## src/rtl/cpu_pkg.sv

```systemverilog
// Shared definitions for the 8-bit processor control path: opcodes, ALU selects,
// sequencer states, instruction field positions and the decoded control word.
package cpu_pkg;

    localparam logic [7:0] OP_LOADI = 8'h00;
    localparam logic [7:0] OP_MOV   = 8'h01;
    localparam logic [7:0] OP_ADD   = 8'h02;
    localparam logic [7:0] OP_SUB   = 8'h03;
    localparam logic [7:0] OP_AND   = 8'h04;
    localparam logic [7:0] OP_OR    = 8'h05;
    localparam logic [7:0] OP_J     = 8'h06;
    localparam logic [7:0] OP_BEQ   = 8'h07;

    localparam logic [2:0] ALU_FWD = 3'b000;
    localparam logic [2:0] ALU_ADD = 3'b001;
    localparam logic [2:0] ALU_AND = 3'b010;
    localparam logic [2:0] ALU_OR  = 3'b011;

    localparam int OPC_MSB  = 31;
    localparam int OPC_LSB  = 24;
    localparam int DST_MSB  = 23;
    localparam int DST_LSB  = 16;
    localparam int SRC1_MSB = 15;
    localparam int SRC1_LSB = 8;
    localparam int SRC2_MSB = 7;
    localparam int SRC2_LSB = 0;

    typedef enum logic [2:0] {
        IDLE   = 3'd0,
        FETCH  = 3'd1,
        DECODE = 3'd2,
        EXEC   = 3'd3,
        WB     = 3'd4
    } state_t;

    typedef struct packed {
        logic [2:0] aluop;
        logic       neg_sel;
        logic       imm_sel;
        logic       reg_write;
        logic       is_jump;
        logic       is_beq;
        logic       illegal;
    } ctrl_t;

    localparam ctrl_t CTRL_NOP = '{
        aluop:     ALU_FWD,
        neg_sel:   1'b0,
        imm_sel:   1'b0,
        reg_write: 1'b0,
        is_jump:   1'b0,
        is_beq:    1'b0,
        illegal:   1'b0
    };

    // A jump always redirects; a beq redirects only when the ALU saw equal operands.
    function automatic logic branch_taken(input ctrl_t c, input logic zero);
        return c.is_jump | (c.is_beq & zero);
    endfunction

endpackage

```

## src/rtl/control_unit_instr_decoder.sv

```systemverilog
// Purely combinational opcode decoder; undefined opcodes decode to a NOP with
// the illegal flag set.
module instr_decoder
    import cpu_pkg::*;
(
    input  logic [7:0] i_opcode,
    output logic [2:0] o_aluop,
    output logic       o_neg_sel,
    output logic       o_imm_sel,
    output logic       o_reg_write,
    output logic       o_is_jump,
    output logic       o_is_beq,
    output logic       o_illegal
);

    ctrl_t w_ctrl;

    always_comb begin
        w_ctrl = CTRL_NOP;
        case (i_opcode)
            OP_LOADI: begin
                w_ctrl.aluop     = ALU_FWD;
                w_ctrl.imm_sel   = 1'b1;
                w_ctrl.reg_write = 1'b1;
            end
            OP_MOV: begin
                w_ctrl.aluop     = ALU_FWD;
                w_ctrl.reg_write = 1'b1;
            end
            OP_ADD: begin
                w_ctrl.aluop     = ALU_ADD;
                w_ctrl.reg_write = 1'b1;
            end
            OP_SUB: begin
                w_ctrl.aluop     = ALU_ADD;
                w_ctrl.neg_sel   = 1'b1;
                w_ctrl.reg_write = 1'b1;
            end
            OP_AND: begin
                w_ctrl.aluop     = ALU_AND;
                w_ctrl.reg_write = 1'b1;
            end
            OP_OR: begin
                w_ctrl.aluop     = ALU_OR;
                w_ctrl.reg_write = 1'b1;
            end
            OP_J: begin
                w_ctrl.aluop     = ALU_FWD;
                w_ctrl.is_jump   = 1'b1;
            end
            OP_BEQ: begin
                w_ctrl.aluop     = ALU_ADD;
                w_ctrl.neg_sel   = 1'b1;
                w_ctrl.is_beq    = 1'b1;
            end
            default: begin
                w_ctrl.illegal   = 1'b1;
            end
        endcase
    end

    assign o_aluop     = w_ctrl.aluop;
    assign o_neg_sel   = w_ctrl.neg_sel;
    assign o_imm_sel   = w_ctrl.imm_sel;
    assign o_reg_write = w_ctrl.reg_write;
    assign o_is_jump   = w_ctrl.is_jump;
    assign o_is_beq    = w_ctrl.is_beq;
    assign o_illegal   = w_ctrl.illegal;

endmodule

```

## src/rtl/control_unit.sv

```systemverilog
// Multi-cycle sequencer (IDLE/FETCH/DECODE/EXEC/WB) driving the ALU and register
// file; every output is a register so nothing glitches into the datapath.
module control_unit
    import cpu_pkg::*;
#(
    parameter int                  PC_WIDTH = 32,
    parameter logic [PC_WIDTH-1:0] RESET_PC = '0,
    parameter int                  REG_AW   = 3
) (
    input  logic                i_clk,
    input  logic                i_reset,
    output logic [PC_WIDTH-1:0] o_pc,
    output logic                o_instr_req,
    input  logic                i_instr_valid,
    input  logic [31:0]         i_instruction,
    output logic [REG_AW-1:0]   o_readreg1,
    output logic [REG_AW-1:0]   o_readreg2,
    output logic [REG_AW-1:0]   o_writereg,
    output logic                o_writeenable,
    output logic [2:0]          o_aluop,
    output logic                o_neg_sel,
    output logic                o_imm_sel,
    output logic [7:0]          o_immediate,
    input  logic                i_zero,
    output logic                o_illegal
);

    localparam logic [PC_WIDTH-1:0] PC_STEP = PC_WIDTH'(32'd4);

    state_t              r_state;
    state_t              w_next_state;
    logic [31:0]         r_ir;
    logic [PC_WIDTH-1:0] r_pc;
    logic [PC_WIDTH-1:0] w_pc_seq;
    logic [PC_WIDTH-1:0] w_pc_next;
    logic [PC_WIDTH-1:0] w_offset;
    ctrl_t               r_ctrl;
    ctrl_t               w_dec;
    logic [REG_AW-1:0]   r_rr1;
    logic [REG_AW-1:0]   r_rr2;
    logic [REG_AW-1:0]   r_wr;
    logic [7:0]          r_imm;
    logic                r_zero;
    logic                r_req;
    logic                r_we;
    logic                r_ill;
    logic                w_unused_src1_hi;

    assign w_unused_src1_hi = ^r_ir[SRC1_MSB:SRC1_LSB+REG_AW];

    instr_decoder u_decoder (
        .i_opcode    (r_ir[OPC_MSB:OPC_LSB]),
        .o_aluop     (w_dec.aluop),
        .o_neg_sel   (w_dec.neg_sel),
        .o_imm_sel   (w_dec.imm_sel),
        .o_reg_write (w_dec.reg_write),
        .o_is_jump   (w_dec.is_jump),
        .o_is_beq    (w_dec.is_beq),
        .o_illegal   (w_dec.illegal)
    );

    always_ff @(posedge i_clk or posedge i_reset) begin
        if (i_reset) begin
            r_state <= IDLE;
        end else begin
            r_state <= w_next_state;
        end
    end

    always_comb begin
        w_next_state = r_state;
        case (r_state)
            IDLE:    w_next_state = FETCH;
            FETCH: begin
                if (i_instr_valid) begin
                    w_next_state = DECODE;
                end else begin
                    w_next_state = FETCH;
                end
            end
            DECODE:  w_next_state = EXEC;
            EXEC:    w_next_state = WB;
            WB:      w_next_state = FETCH;
            default: w_next_state = IDLE;
        endcase
    end

    always_ff @(posedge i_clk or posedge i_reset) begin
        if (i_reset) begin
            r_ir <= 32'h0000_0000;
        end else if (r_state == FETCH && i_instr_valid) begin
            r_ir <= i_instruction;
        end
    end

    // Control word is captured once in DECODE and held through EXEC and WB.
    always_ff @(posedge i_clk or posedge i_reset) begin
        if (i_reset) begin
            r_ctrl <= CTRL_NOP;
            r_rr1  <= '0;
            r_rr2  <= '0;
            r_wr   <= '0;
            r_imm  <= 8'h00;
        end else if (r_state == DECODE) begin
            r_ctrl <= w_dec;
            r_rr1  <= r_ir[SRC1_LSB +: REG_AW];
            r_rr2  <= r_ir[SRC2_LSB +: REG_AW];
            r_wr   <= r_ir[DST_LSB +: REG_AW];
            r_imm  <= r_ir[SRC2_MSB:SRC2_LSB];
        end
    end

    always_ff @(posedge i_clk or posedge i_reset) begin
        if (i_reset) begin
            r_req  <= 1'b0;
            r_we   <= 1'b0;
            r_ill  <= 1'b0;
            r_zero <= 1'b0;
        end else begin
            r_req <= (w_next_state == FETCH);
            r_we  <= (r_state == EXEC) & r_ctrl.reg_write;
            r_ill <= (r_state == EXEC) & r_ctrl.illegal;
            if (r_state == EXEC) begin
                r_zero <= i_zero;
            end
        end
    end

    // Branch offset is a signed word count, so scale by 4 after sign extension.
    always_comb begin
        w_offset = {{(PC_WIDTH-10){r_ir[DST_MSB]}}, r_ir[DST_MSB:DST_LSB], 2'b00};
        w_pc_seq = r_pc + PC_STEP;
        if (branch_taken(r_ctrl, r_zero)) begin
            w_pc_next = w_pc_seq + w_offset;
        end else begin
            w_pc_next = w_pc_seq;
        end
    end

    always_ff @(posedge i_clk or posedge i_reset) begin
        if (i_reset) begin
            r_pc <= RESET_PC;
        end else if (r_state == WB) begin
            r_pc <= w_pc_next;
        end
    end

    assign o_pc          = r_pc;
    assign o_instr_req   = r_req;
    assign o_readreg1    = r_rr1;
    assign o_readreg2    = r_rr2;
    assign o_writereg    = r_wr;
    assign o_writeenable = r_we;
    assign o_aluop       = r_ctrl.aluop;
    assign o_neg_sel     = r_ctrl.neg_sel;
    assign o_imm_sel     = r_ctrl.imm_sel;
    assign o_immediate   = r_imm;
    assign o_illegal     = r_ill;

endmodule

```

## config.mk

```make
export PLATFORM = sky130hd
export DESIGN_NAME = control_unit
export DESIGN_NICKNAME = d
export VERILOG_FILES = /design/src/rtl/cpu_pkg.sv /design/src/rtl/control_unit_instr_decoder.sv /design/src/rtl/control_unit.sv
export SDC_FILE = /design/constraint.sdc
export NUM_CORES = 1
export LEC_CHECK = 0
export CAP_MARGIN = 20
export CORE_MARGIN = 4
export CORE_UTILIZATION = 54
export CTS_BUF_LIST = sky130_fd_sc_hd__clkbuf_4 sky130_fd_sc_hd__clkbuf_8
export CTS_CLUSTER_SIZE = 40
export DETAILED_ROUTE_END_ITERATION = 12
export PLACE_DENSITY = 0.8
export REMOVE_ABC_BUFFERS = 1
export SLEW_MARGIN = 20
export SYNTH_ARGS = -nofsm -noshare
export SYNTH_HDL_FRONTEND = slang
export SYNTH_SLANG_ARGS = --single-unit
```

## constraint.sdc

```tcl
create_clock -name i_clk -period 10.82 [get_ports i_clk]
set_input_delay 1.623 -clock i_clk [delete_from_list [all_inputs] [get_ports i_clk]]
set_output_delay 1.623 -clock i_clk [all_outputs]
set_load 0.005 [all_outputs]
```

==> flow_metrics.env, run 1 <==
export IMPL_grt_first_pass_wirelength_mm=23.98
export IMPL_status="finished clean"
export IMPL_async_flop_share=1.000
export IMPL_cp_start_kind="flop"
export IMPL_synth_seq_cells=86
export IMPL_die_area_sq_mm=0.01255
export IMPL_finalHoldViolCount=0
export IMPL_synthFlopType="dfrtp_1"
export IMPL_port_buffers=84
export IMPL_clk_pin_slew_worst_paths_ns=0.09
export IMPL_grtUsageMet1=0.2902
export IMPL_powerDensity_mw_per_mm2=225.6
export IMPL_finalSetupViolCount=0
export IMPL_fin_crit_sh=0.4215
export IMPL_die_w_microns=112.0
export IMPL_leakage_uw=0.003056
export IMPL_drtIter0Drc=441
export IMPL_drtAntennaViolNets=0
export IMPL_grt_pass1_vias=5056
export IMPL_postCtsSetupBuffers=0
export IMPL_slew_headroom=0.3791
export IMPL_ys_warn_count=0
export IMPL_path_class="reg -> reg"
export IMPL_ys_seq_area_frac=0.3682
export IMPL_cts_tree="built"
export IMPL_cp_required_ns=11.10
export IMPL_diodes=0
export IMPL_synth_cell_types=57
export IMPL_via_per_inst=5.928
export IMPL_rsz0062_at_grt="no"
export IMPL_gp_congestion=0.9107
export IMPL_clk_latency_ns=0.36
export IMPL_final_cells=888
export IMPL_fin_tns_setup_ns=0
export IMPL_syn_to_final_growth_pct=19.88
export IMPL_vias=5264
export IMPL_fp_row_count=37
export IMPL_skew_ns=0.01355
export IMPL_ios=93
export IMPL_synthTopCellsByArea="dfrtp_1 37%, ha_1 7.9%, nand2_1 6.3%"
export IMPL_post_synth_top_area_fraction=0.3682
export IMPL_cp_max_fo=7
export IMPL_r2r_slack_ns=6.26
export IMPL_synth_edf_count=0
export IMPL_fp_dieH_microns=112.0
export IMPL_grt_overflow=0
export IMPL_cts_max_level=3
export IMPL_syn_area_per_cell_sq_um=8.699
export IMPL_timing_final_max_slew_violations=0
export IMPL_ir_worst_vdd_v=0.0001450
export IMPL_period_needed_ns=4.561
export IMPL_end_kind="flop"
export IMPL_grt_antenna_before_repair=0
export IMPL_syn_inst=672
export IMPL_cts_hold_buffers_added=0
export IMPL_numCtsBuffers=9
export IMPL_maxCapViolations=0
export IMPL_grt_busiest_layer="met2"
export IMPL_clock_path_buffers=2
export IMPL_post_cts_resize_count=0
export IMPL_worst_hold_path_type="reg -> reg"
export IMPL_grt_max_degree=87
export IMPL_drive_gt1_frac=0.07846
export IMPL_drt_pass1_iterations=5
export IMPL_cts_root_buf="clkbuf_8"
export IMPL_fillers=869
export IMPL_netlist_area_sq_mm=0.005846
export IMPL_use_met2=0.3885
export IMPL_clkSinkCount=86
export IMPL_synth_largest_area_cell="dfrtp_1"
export IMPL_start_util=0.5612
export IMPL_worst_pin_slew_ns=0.9280
export IMPL_timing_fmax_ghz=0.2193
export IMPL_drc=0
export IMPL_cp_arrival_ns=4.84
export IMPL_power_uw=1581
export IMPL_hpwlAfterDp_mm=10.39
export IMPL_placed_cells=873
export IMPL_drt_wl_total_mm=14.74
export IMPL_synth_most_common_cell="nand2_1"
export IMPL_wl_per_cell_microns=16.60
export IMPL_core_sq_mm=0.01042
export IMPL_layout_nets=822
export IMPL_yosys_top_cells_count="98 x nand2_1, 86 x dfrtp_1, 67 x a21oi_1"
export IMPL_use_met3=0.05553
export IMPL_track_usage=0.2300
cells by family (layout without fill, tap and decap cells):
logic type                 count (synthesis)  count (layout)  synth area share
AOI/OAI and AO/OA                        185             185            0.1956
xor gates and xnor gates                  51              51           0.07641
adders and majority gates                 38              38           0.08262
buffers and inverters                     51             129           0.03788
DFF                                       86              86            0.3682
muxes                                     28              28           0.05372
other                                      1               3         0.0006415
and+or+nand+nor                          232             232            0.1849
registers in the layout, indices dropped and copies added, names as in the netlist:
| name | count |
|---|---|
| o_readreg1 | 3 |
| o_neg_sel | 1 |
| o_immediate | 6 |
| o_imm_sel | 1 |
| r_ir | 27 |
| r_zero | 1 |
| o_pc | 30 |
| r_state | 3 |
| o_aluop | 2 |
| o_instr_req | 1 |
| o_illegal | 1 |
| o_readreg2 | 2 |
| o_writeenable | 1 |
| r_ctrl | 4 |
| o_writereg | 3 |
cell type report:
class                           count  area (sq um)  share of cell area
Clock buffer                       11         151.4             0.02160
Timing Repair Buffer               91         897.1              0.1280
Inverter                           23         87.58             0.01250
Multi-Input combinational cell    537          3493              0.4985
Sequential cell                    86          2152              0.3071
Clock inverter                      4         56.30            0.008034
Tap cell                          136         170.2             0.02428
metal layers:
metal  up-vias  wire length (microns)
li1       2542                      -
met1      2527                   6319
met2       170                   7073
met3        25                   1087
met4         0                    257
met5         -                      0
path summary, 6_finish.rpt:
kind / start / to / cells after the start
min in group asynchronous: i_reset / o_immediate[7]$_DFFE_PP0P_ / 3
max in group asynchronous: i_reset / o_imm_sel$_DFFE_PP0P_ / 3
min: r_ir[2]$_DFFE_PP0P_ / o_immediate[2]$_DFFE_PP0P_ / 2
min reg2reg: r_ir[2]$_DFFE_PP0P_ / o_immediate[2]$_DFFE_PP0P_ / 2
max reg2reg: o_pc[5]$_DFFE_PP0N_ / o_pc[31]$_DFFE_PP0N_ / 17
max: o_pc[5]$_DFFE_PP0N_ / o_pc[31]$_DFFE_PP0N_ / 17
worst max-delay path: stages, from the launching register on:
cell and delay (ns):
dfrtp_1 0.49, and4_4 0.31, and3_1 0.20, nand4_2 0.21, or3_4 0.48, nor2_1 0.27
nand4_1 0.15, xnor2_1 0.24, ha_1 0.33, a21o_1 0.21, a21oi_1 0.16, o211ai_1 0.15
o221a_2 0.30, nand3_1 0.08, o221ai_1 0.13, or3_1 0.41, a21oi_1 0.18, xor2_1 0.16
stage by stage:
stage / instance area (sq um) / hold WS [ns] / setup slack (ns) / util
2_1_floorplan: 5718 / 0.4348 / 6.837 / -
3_3_place_gp: 6797 / 0.4424 / 6.378 / 0.6525
3_5_place_dp: 6797 / 0.4595 / 6.362 / 0.6525
4_1_cts: 7004 / 0.4740 / 6.319 / 0.6724
5_1_grt: 7008 / 0.5006 / 5.967 / 0.6728
6_report: 7008 / 0.4705 / 6.259 / 0.6728
layout by cell type (no fill, tap or decap), drive strengths merged, types with 2 or more instances in the layout:
master and count:
nand2b 3, clkbuf 11, o211ai 4, inv 22, nand3 26, nor2 53
and3 9, nor3 9, mux2 27, a21o 16, a22oi 5, dfrtp 86
and2 5, buf 7, or2 2, nand4 13, nand2 98, conb 3
or3 3, a211oi 2, nor4 3, o31ai 4, a22o 4, ha 37
xor2 13, o21a 4, o21bai 9, o21ai 39, a21oi 67, nor2b 3
clkinv 4, a221o 4, o22ai 9, clkdlybuf4s50 84, a31oi 4, o221ai 4
xnor2 38
where the power goes:
part	switching, uW	leakage, uW	total (uW)	internal, uW
registers	105	0.00109	535	430
clock network	123	0.000106	242	119
logic	418	0.00186	804	386
No activity file was read; power rests on OpenSTA's default activity.
==> inputs of run 2 (changes only) <==
==> constraint.sdc (replaced) <==
create_clock -name i_clk -period 4.6 [get_ports i_clk]
set_input_delay 0.69 -clock i_clk [delete_from_list [all_inputs] [get_ports i_clk]]
set_output_delay 0.69 -clock i_clk [all_outputs]
set_load 0.005 [all_outputs]
==> flow_metrics.env, run 2 (synthesized netlist as in run 1, its figures left out) <==
export IMPL_core_sq_mm=0.01042
export IMPL_maxCapViolations=0
export IMPL_grt_first_pass_wirelength_mm=25.83
export IMPL_fillers=842
export IMPL_drtIter0Drc=441
export IMPL_end_kind="flop"
export IMPL_seq_area_sq_mm=0.002152
export IMPL_clock_path_buffers=2
export IMPL_drtAntennaViolNets=0
export IMPL_cts_tree="built"
export IMPL_setup_ws_ns=0.3044
export IMPL_path_class="reg -> reg"
export IMPL_gp_congestion=0.9772
export IMPL_drt_pass1_iterations=5
export IMPL_pre_cts_slack_ns=0.3214
export IMPL_r2r_slack_ns=0.30
export IMPL_wl_per_cell_microns=16.81
export IMPL_leakage_uw=0.003084
export IMPL_drt_wl_total_mm=15.01
export IMPL_period_needed_ns=4.296
export IMPL_via_per_inst=5.929
export IMPL_largest_reg_flops=30
export IMPL_drc=0
export IMPL_status="finished clean"
export IMPL_cp_arrival_ns=4.59
export IMPL_cts_root_buf="clkbuf_8"
export IMPL_cts_hold_buffers_added=0
export IMPL_vias=5295
export IMPL_worst_hold_path_type="reg -> reg"
export IMPL_clk_latency_ns=0.38
export IMPL_grt_pass1_vias=5422
export IMPL_worst_pin_slew_ns=0.9174
export IMPL_cts_max_level=3
export IMPL_cp_max_fo=7
export IMPL_rr_startpoint="o_pc[5]$_DFFE_PP0N_"
export IMPL_clk_pin_slew_worst_paths_ns=0.10
export IMPL_timing_fmax_ghz=0.2328
export IMPL_start_util=0.5612
export IMPL_hp_start="o_neg_sel$_DFFE_PP0P_"
export IMPL_layout_nets=826
export IMPL_rsz0062_at_grt="no"
export IMPL_die_area_sq_mm=0.01255
export IMPL_power_uw=3811
export IMPL_grt_antenna_before_repair=0
export IMPL_fin_crit_sh=0.9338
export IMPL_ios=93
export IMPL_fp_dieH_microns=112.0
export IMPL_powerDensity_mw_per_mm2=539.1
export IMPL_track_usage=0.2485
export IMPL_die_w_microns=112.0
export IMPL_ir_worst_vdd_v=0.0003794
export IMPL_slew_headroom=0.3884
export IMPL_final_core_util=0.6787
export IMPL_mostFrequentLayoutCell="nand2_1"
export IMPL_mostFrequentLayoutCells="98 x nand2_1, 86 x dfrtp_1, 84 x clkdlybuf4s50_1"
export IMPL_cp_required_ns=4.90
export IMPL_hold_path_endpoint="o_neg_sel$_DFFE_PP0P_"
export IMPL_finalHoldViolCount=0
export IMPL_finalSetupViolCount=0
export IMPL_fin_tns_setup_ns=0
export IMPL_grt_max_degree=56
export IMPL_cp_start_kind="flop"
export IMPL_grt_overflow=0
export IMPL_numCtsBuffers=9
export IMPL_worst_r2r_cell_count=17
export IMPL_hpwlAfterDp_mm=10.81
export IMPL_drive_gt1_frac=0.08587
export IMPL_diodes=0
export IMPL_holdPathStages=2
export IMPL_skew_ns=0.01661
export IMPL_clkSinkCount=86
export IMPL_multi_input_area_sq_mm=0.003496
export IMPL_timing_final_max_slew_violations=0
export IMPL_port_buffers=84
export IMPL_fp_row_count=37
export IMPL_rr_endpoint="o_pc[31]$_DFFE_PP0N_"
export IMPL_syn_to_final_growth_pct=20.93
[run 2: cell types whose count changed in the layout (fill, tap and decap cells not counted), sizes merged]
cell | before | now
clkinvlp | 0 | 1
buf | 7 | 11
inv | 22 | 26
bufinv | 1 | 2
clkinv | 4 | 1
clkbuf | 11 | 9
[run 2: how the worst max path moves through the flow]
stage                            to  cells after the start                 from  slack (ns)
6_report       o_pc[31]$_DFFE_PP0N_                     17  o_pc[5]$_DFFE_PP0N_        0.30
4_1_cts        o_pc[31]$_DFFE_PP0N_                     17  o_pc[5]$_DFFE_PP0N_        0.29
3_5_place_dp   o_pc[31]$_DFFE_PP0N_                     17  o_pc[5]$_DFFE_PP0N_        0.32
2_1_floorplan  o_pc[31]$_DFFE_PP0N_                     17  o_pc[5]$_DFFE_PP0N_        0.62
3_3_place_gp   o_pc[31]$_DFFE_PP0N_                     17  o_pc[5]$_DFFE_PP0N_        0.42
5_1_grt        o_pc[31]$_DFFE_PP0N_                     17  o_pc[5]$_DFFE_PP0N_        0.02
[run 2: layer usage]
layer,routed length [microns],vias to the layer above,global-route usage,share of wire
met5,0,-,0,0
met4,433,0,0.1066,0.029
met3,1157,42,0.06038,0.077
met2,7005,187,0.4101,0.47
met1,6414,2520,0.3127,0.43
li1,-,2546,-,-
[run 2: what timing repair did]
item,CTS,global route
gates resized for setup,0,1
buffers inserted,0,0
setup endpoints to repair,0,1
[run 2: worst max-delay path, cell delays in order, from the launching register on]
cell,delay (ns)
dfrtp_1,0.49
and4_4,0.30
and3_1,0.20
nand4_2,0.14
or3_4,0.45
nor2_2,0.19
nand4_1,0.14
xnor2_1,0.24
ha_1,0.32
a21o_1,0.22
a21oi_1,0.14
o211ai_1,0.14
o221a_2,0.29
nand3_1,0.08
o221ai_1,0.13
or3_1,0.41
a21oi_1,0.17
xor2_1,0.17
[run 2: power breakdown]
part	total, uW	leakage, uW	switching, uW	internal (uW)
Sequential	1290	0.00109	279	1010
Combinational	1870	0.00188	962	910
Clock	649	0.000117	329	320
Total	3810	0.00308	1570	2240
[run 2: final cells by class]
class                           count  area share
Clock buffer                        9     0.01752
Tap cell                          136     0.02407
Inverter                           23     0.01257
Clock inverter                      7     0.01628
Multi-Input combinational cell    537      0.4945
Timing Repair Buffer               95      0.1306
Sequential cell                    86      0.3044
[run 2: through the flow]
| stage | std cells | hold slack [ns] | cell area [sq um] |
|---|---|---|---|
| floorplan | 646 | 0.4348 | 5718 |
| detailed placement | 877 | 0.4545 | 6827 |
| CTS | 893 | 0.4764 | 7066 |
| global placement | 877 | 0.4427 | 6827 |
| global route | 893 | 0.4966 | 7069 |
| finish | 893 | 0.4751 | 7069 |
==> inputs of run 3 (changes only) <==
--- a/config.mk
+++ b/config.mk
@@ -5,13 +5,14 @@
 export SDC_FILE = /design/constraint.sdc
 export NUM_CORES = 1
 export LEC_CHECK = 0
+export ABC_AREA = 1
 export CAP_MARGIN = 20
 export CORE_MARGIN = 4
 export CORE_UTILIZATION = 54
 export CTS_BUF_LIST = sky130_fd_sc_hd__clkbuf_4 sky130_fd_sc_hd__clkbuf_8
 export CTS_CLUSTER_SIZE = 40
 export DETAILED_ROUTE_END_ITERATION = 12
-export PLACE_DENSITY = 0.8
+export PLACE_DENSITY = 0.79
 export REMOVE_ABC_BUFFERS = 1
 export SLEW_MARGIN = 20
 export SYNTH_ARGS = -nofsm -noshare
==> flow_metrics.env, run 3 <==
export IMPL_layout_nets=1174
export IMPL_fp_dieH_microns=119.1
export IMPL_cts_root_buf="clkbuf_8"
export IMPL_hp_start="r_ir[0]$_DFFE_PP0P_"
export IMPL_worst_hold_path_type="reg -> reg"
export IMPL_cts_max_level=3
export IMPL_wl_met1_mm=8.078
export IMPL_cts_hold_buffers_added=0
export IMPL_critical_path_max_stage_delay_ns=0.50
export IMPL_fillers=1113
export IMPL_cp_max_fo=5
export IMPL_end_kind="flop"
export IMPL_grt_pass1_vias=6079
export IMPL_synth_most_common_cell="nand2_1"
export IMPL_routed_wl_met2_mm=8.253
export IMPL_cts_tree="built"
export IMPL_yosys_top_cells_count="368 x nand2_1, 144 x inv_1, 96 x nor2_1"
export IMPL_mostFrequentLayoutCells="368 x nand2_1, 143 x inv_1, 94 x nor2_1"
export IMPL_port_buffers=84
export IMPL_fin_crit_sh=0.7012
export IMPL_holdWs_ns=0.4745
export IMPL_clk_latency_ns=0.38
export IMPL_crit_chain="nand2_1 > nor2_1 > nand3_1 > inv_1 > nand2_1 > xor2_1 > inv_1 > ha_1 > nand2_1 > nor2_1 > inv_1 > nor2_1 > nand4_1 > nand3_1 > nand2_1 > nand3_1 > nand2_1 > nand2_1 > nand2_1"
export IMPL_drive_gt1_frac=0.05249
export IMPL_syn_inst=1025
export IMPL_path_class="reg -> reg"
export IMPL_timing_fmax_ghz=0.3100
export IMPL_diodes=0
export IMPL_grt_first_pass_wirelength_mm=29.49
export IMPL_synth_cell_types=46
export IMPL_fp_row_count=40
export IMPL_ios=93
export IMPL_pre_cts_slack_ns=1.439
export IMPL_netlist_area_sq_mm=0.006669
export IMPL_async_flop_share=1.000
export IMPL_mostFrequentLayoutCell="nand2_1"
export IMPL_powerDensity_mw_per_mm2=748.5
export IMPL_drt_wl_total_mm=17.95
export IMPL_crit_buf_inv=3
export IMPL_cp_arrival_ns=3.50
export IMPL_drtAntennaViolNets=0
export IMPL_synthTopCellsByArea="dfrtp_1 32%, nand2_1 21%, inv_1 8.1%"
export IMPL_worst_pin_slew_ns=0.9291
export IMPL_numCtsBuffers=9
export IMPL_wl_per_cell_microns=14.10
export IMPL_syn_to_final_growth_pct=17.58
export IMPL_placed_cells=1257
export IMPL_ys_seq_area_frac=0.3227
export IMPL_finalHoldViolCount=0
export IMPL_timing_final_max_slew_violations=0
export IMPL_drc=0
export IMPL_rsz0062_at_grt="no"
export IMPL_finalSetupViolCount=0
export IMPL_clk_pin_slew_worst_paths_ns=0.11
export IMPL_status="finished clean"
export IMPL_largest_reg_flops=30
export IMPL_fin_tns_setup_ns=0
export IMPL_grt_antenna_before_repair=0
export IMPL_die_area_sq_mm=0.01419
export IMPL_synth_largest_area_cell="dfrtp_1"
export IMPL_ir_worst_vdd_v=0.0003160
export IMPL_via_per_inst=5.104
export IMPL_vias=6497
export IMPL_cp_required_ns=4.87
export IMPL_slew_headroom=0.3768
export IMPL_power_uw=5869
export IMPL_wl_met3_mm=1.256
export IMPL_drt_pass1_iterations=5
export IMPL_grt_max_degree=51
export IMPL_cp_startpoint="o_pc[10]$_DFFE_PP0N_"
export IMPL_drtIter0Drc=478
export IMPL_start_util=0.5529
export IMPL_final_cells=1273
export IMPL_gp_congestion=0.9763
export IMPL_core_sq_mm=0.01206
export IMPL_track_usage=0.2592
export IMPL_maxCapViolations=0
export IMPL_hpwlAfterDp_mm=13.88
export IMPL_period_needed_ns=3.226
export IMPL_die_w_microns=119.1
export IMPL_post_synth_top_area_fraction=0.3227
export IMPL_skew_ns=0.02102
export IMPL_leakage_uw=0.004123
export IMPL_synthFlopType="dfrtp_1"
export IMPL_synth_seq_cells=86
export IMPL_ys_warn_count=0
export IMPL_cpMaxStageDelayCell="dfrtp_1"
export IMPL_postCtsSetupBuffers=0
export IMPL_path_common_cell="nand2_1"
export IMPL_grt_overflow=0
export IMPL_path_delay_family="simple AND/OR/NAND/NOR gates"
export IMPL_setup_ws_ns=1.374
export IMPL_rr_startpoint="o_pc[10]$_DFFE_PP0N_"
export IMPL_synth_edf_count=0
export IMPL_syn_area_per_cell_sq_um=6.506
export IMPL_post_cts_resize_count=0
export IMPL_top_layer="met4"
export IMPL_cp_start_kind="flop"
export IMPL_clkSinkCount=86
export IMPL_clock_path_buffers=2
## run 3: cell types whose count changed in the layout (fill, tap and decap cells not counted), sizes merged, moves of 7 or more
| cell | previous run | this run |
|---|---|---|
| mux2 | 27 | 0 |
| a21o | 16 | 4 |
| and3 | 9 | 1 |
| a21oi | 67 | 47 |
| nor2 | 53 | 106 |
| nand3 | 26 | 70 |
| nand2 | 98 | 374 |
| inv | 26 | 147 |
| xnor2 | 38 | 6 |
| o22ai | 9 | 2 |
## run 3: worst register-to-register path: cells and delay by family, from the launching register on
family | cells | cell delay [ns]
XOR/XNOR | 1 | 0.18
AND/OR/NAND/NOR | 14 | 1.82
buffers and inverters | 3 | 0.28
adder cells (fa/ha/maj) | 1 | 0.35
flip-flops | 1 | 0.50
## run 3: layout make-up
type / count / area (sq um) / share of cell area
Clock inverter: 7 / 78.83 / 0.01005
Clock buffer: 9 / 123.9 / 0.01580
Tap cell: 168 / 210.2 / 0.02681
Sequential cell: 86 / 2152 / 0.2745
Multi-Input combinational cell: 767 / 3841 / 0.4899
Timing Repair Buffer: 90 / 885.9 / 0.1130
Inverter: 146 / 549.3 / 0.07005
## run 3: final timing paths
kind | endpoint | slack, ns | depth (start not counted)
min | o_readreg2[0]$_DFFE_PP0P_ | 0.47 | 2
max | o_pc[22]$_DFFE_PP0N_ | 1.37 | 19
min reg2reg | o_readreg2[0]$_DFFE_PP0P_ | 0.47 | 2
max in group asynchronous | r_zero$_DFFE_PP0N_ | 2.79 | 3
max reg2reg | o_pc[22]$_DFFE_PP0N_ | 1.37 | 19
min in group asynchronous | o_pc[29]$_DFFE_PP0N_ | 0.80 | 2
## run 3: logic make-up (layout without fill, tap and decap cells)
family | count (synthesis) | in the layout | share of synthesized area
AND/OR/NAND/NOR | 590 | 590 | 0.3717
buffers and inverters | 174 | 252 | 0.1039
AO/OA/AOI/OAI | 114 | 114 | 0.09756
flip-flops | 86 | 86 | 0.3227
adder cells (fa/ha/maj) | 38 | 38 | 0.07242
XOR/XNOR | 22 | 22 | 0.03115
other | 1 | 3 | 0.0005623
## run 3: metal layers
layer | track usage | up-vias
met1 | 0.3434 | 2938
met2 | 0.4143 | 180
met5 | 0 | -
met4 | 0.09196 | 0
li1 | - | 3353
met3 | 0.06220 | 26
## run 3: stage by stage
step,instance area (sq um),utilization
CTS,7841,0.6501
global placement,7639,0.6333
detailed placement,7639,0.6333
finish,7841,0.6501
global route,7841,0.6501
floorplan,6531,-
## run 3: power by group
group | switching [uW] | leakage [uW] | internal (uW)
combinational | 2300 | 0.00296 | 1530
clock | 310 | 0.0000982 | 258
sequential | 376 | 0.00106 | 1100
total | 2980 | 0.00412 | 2880
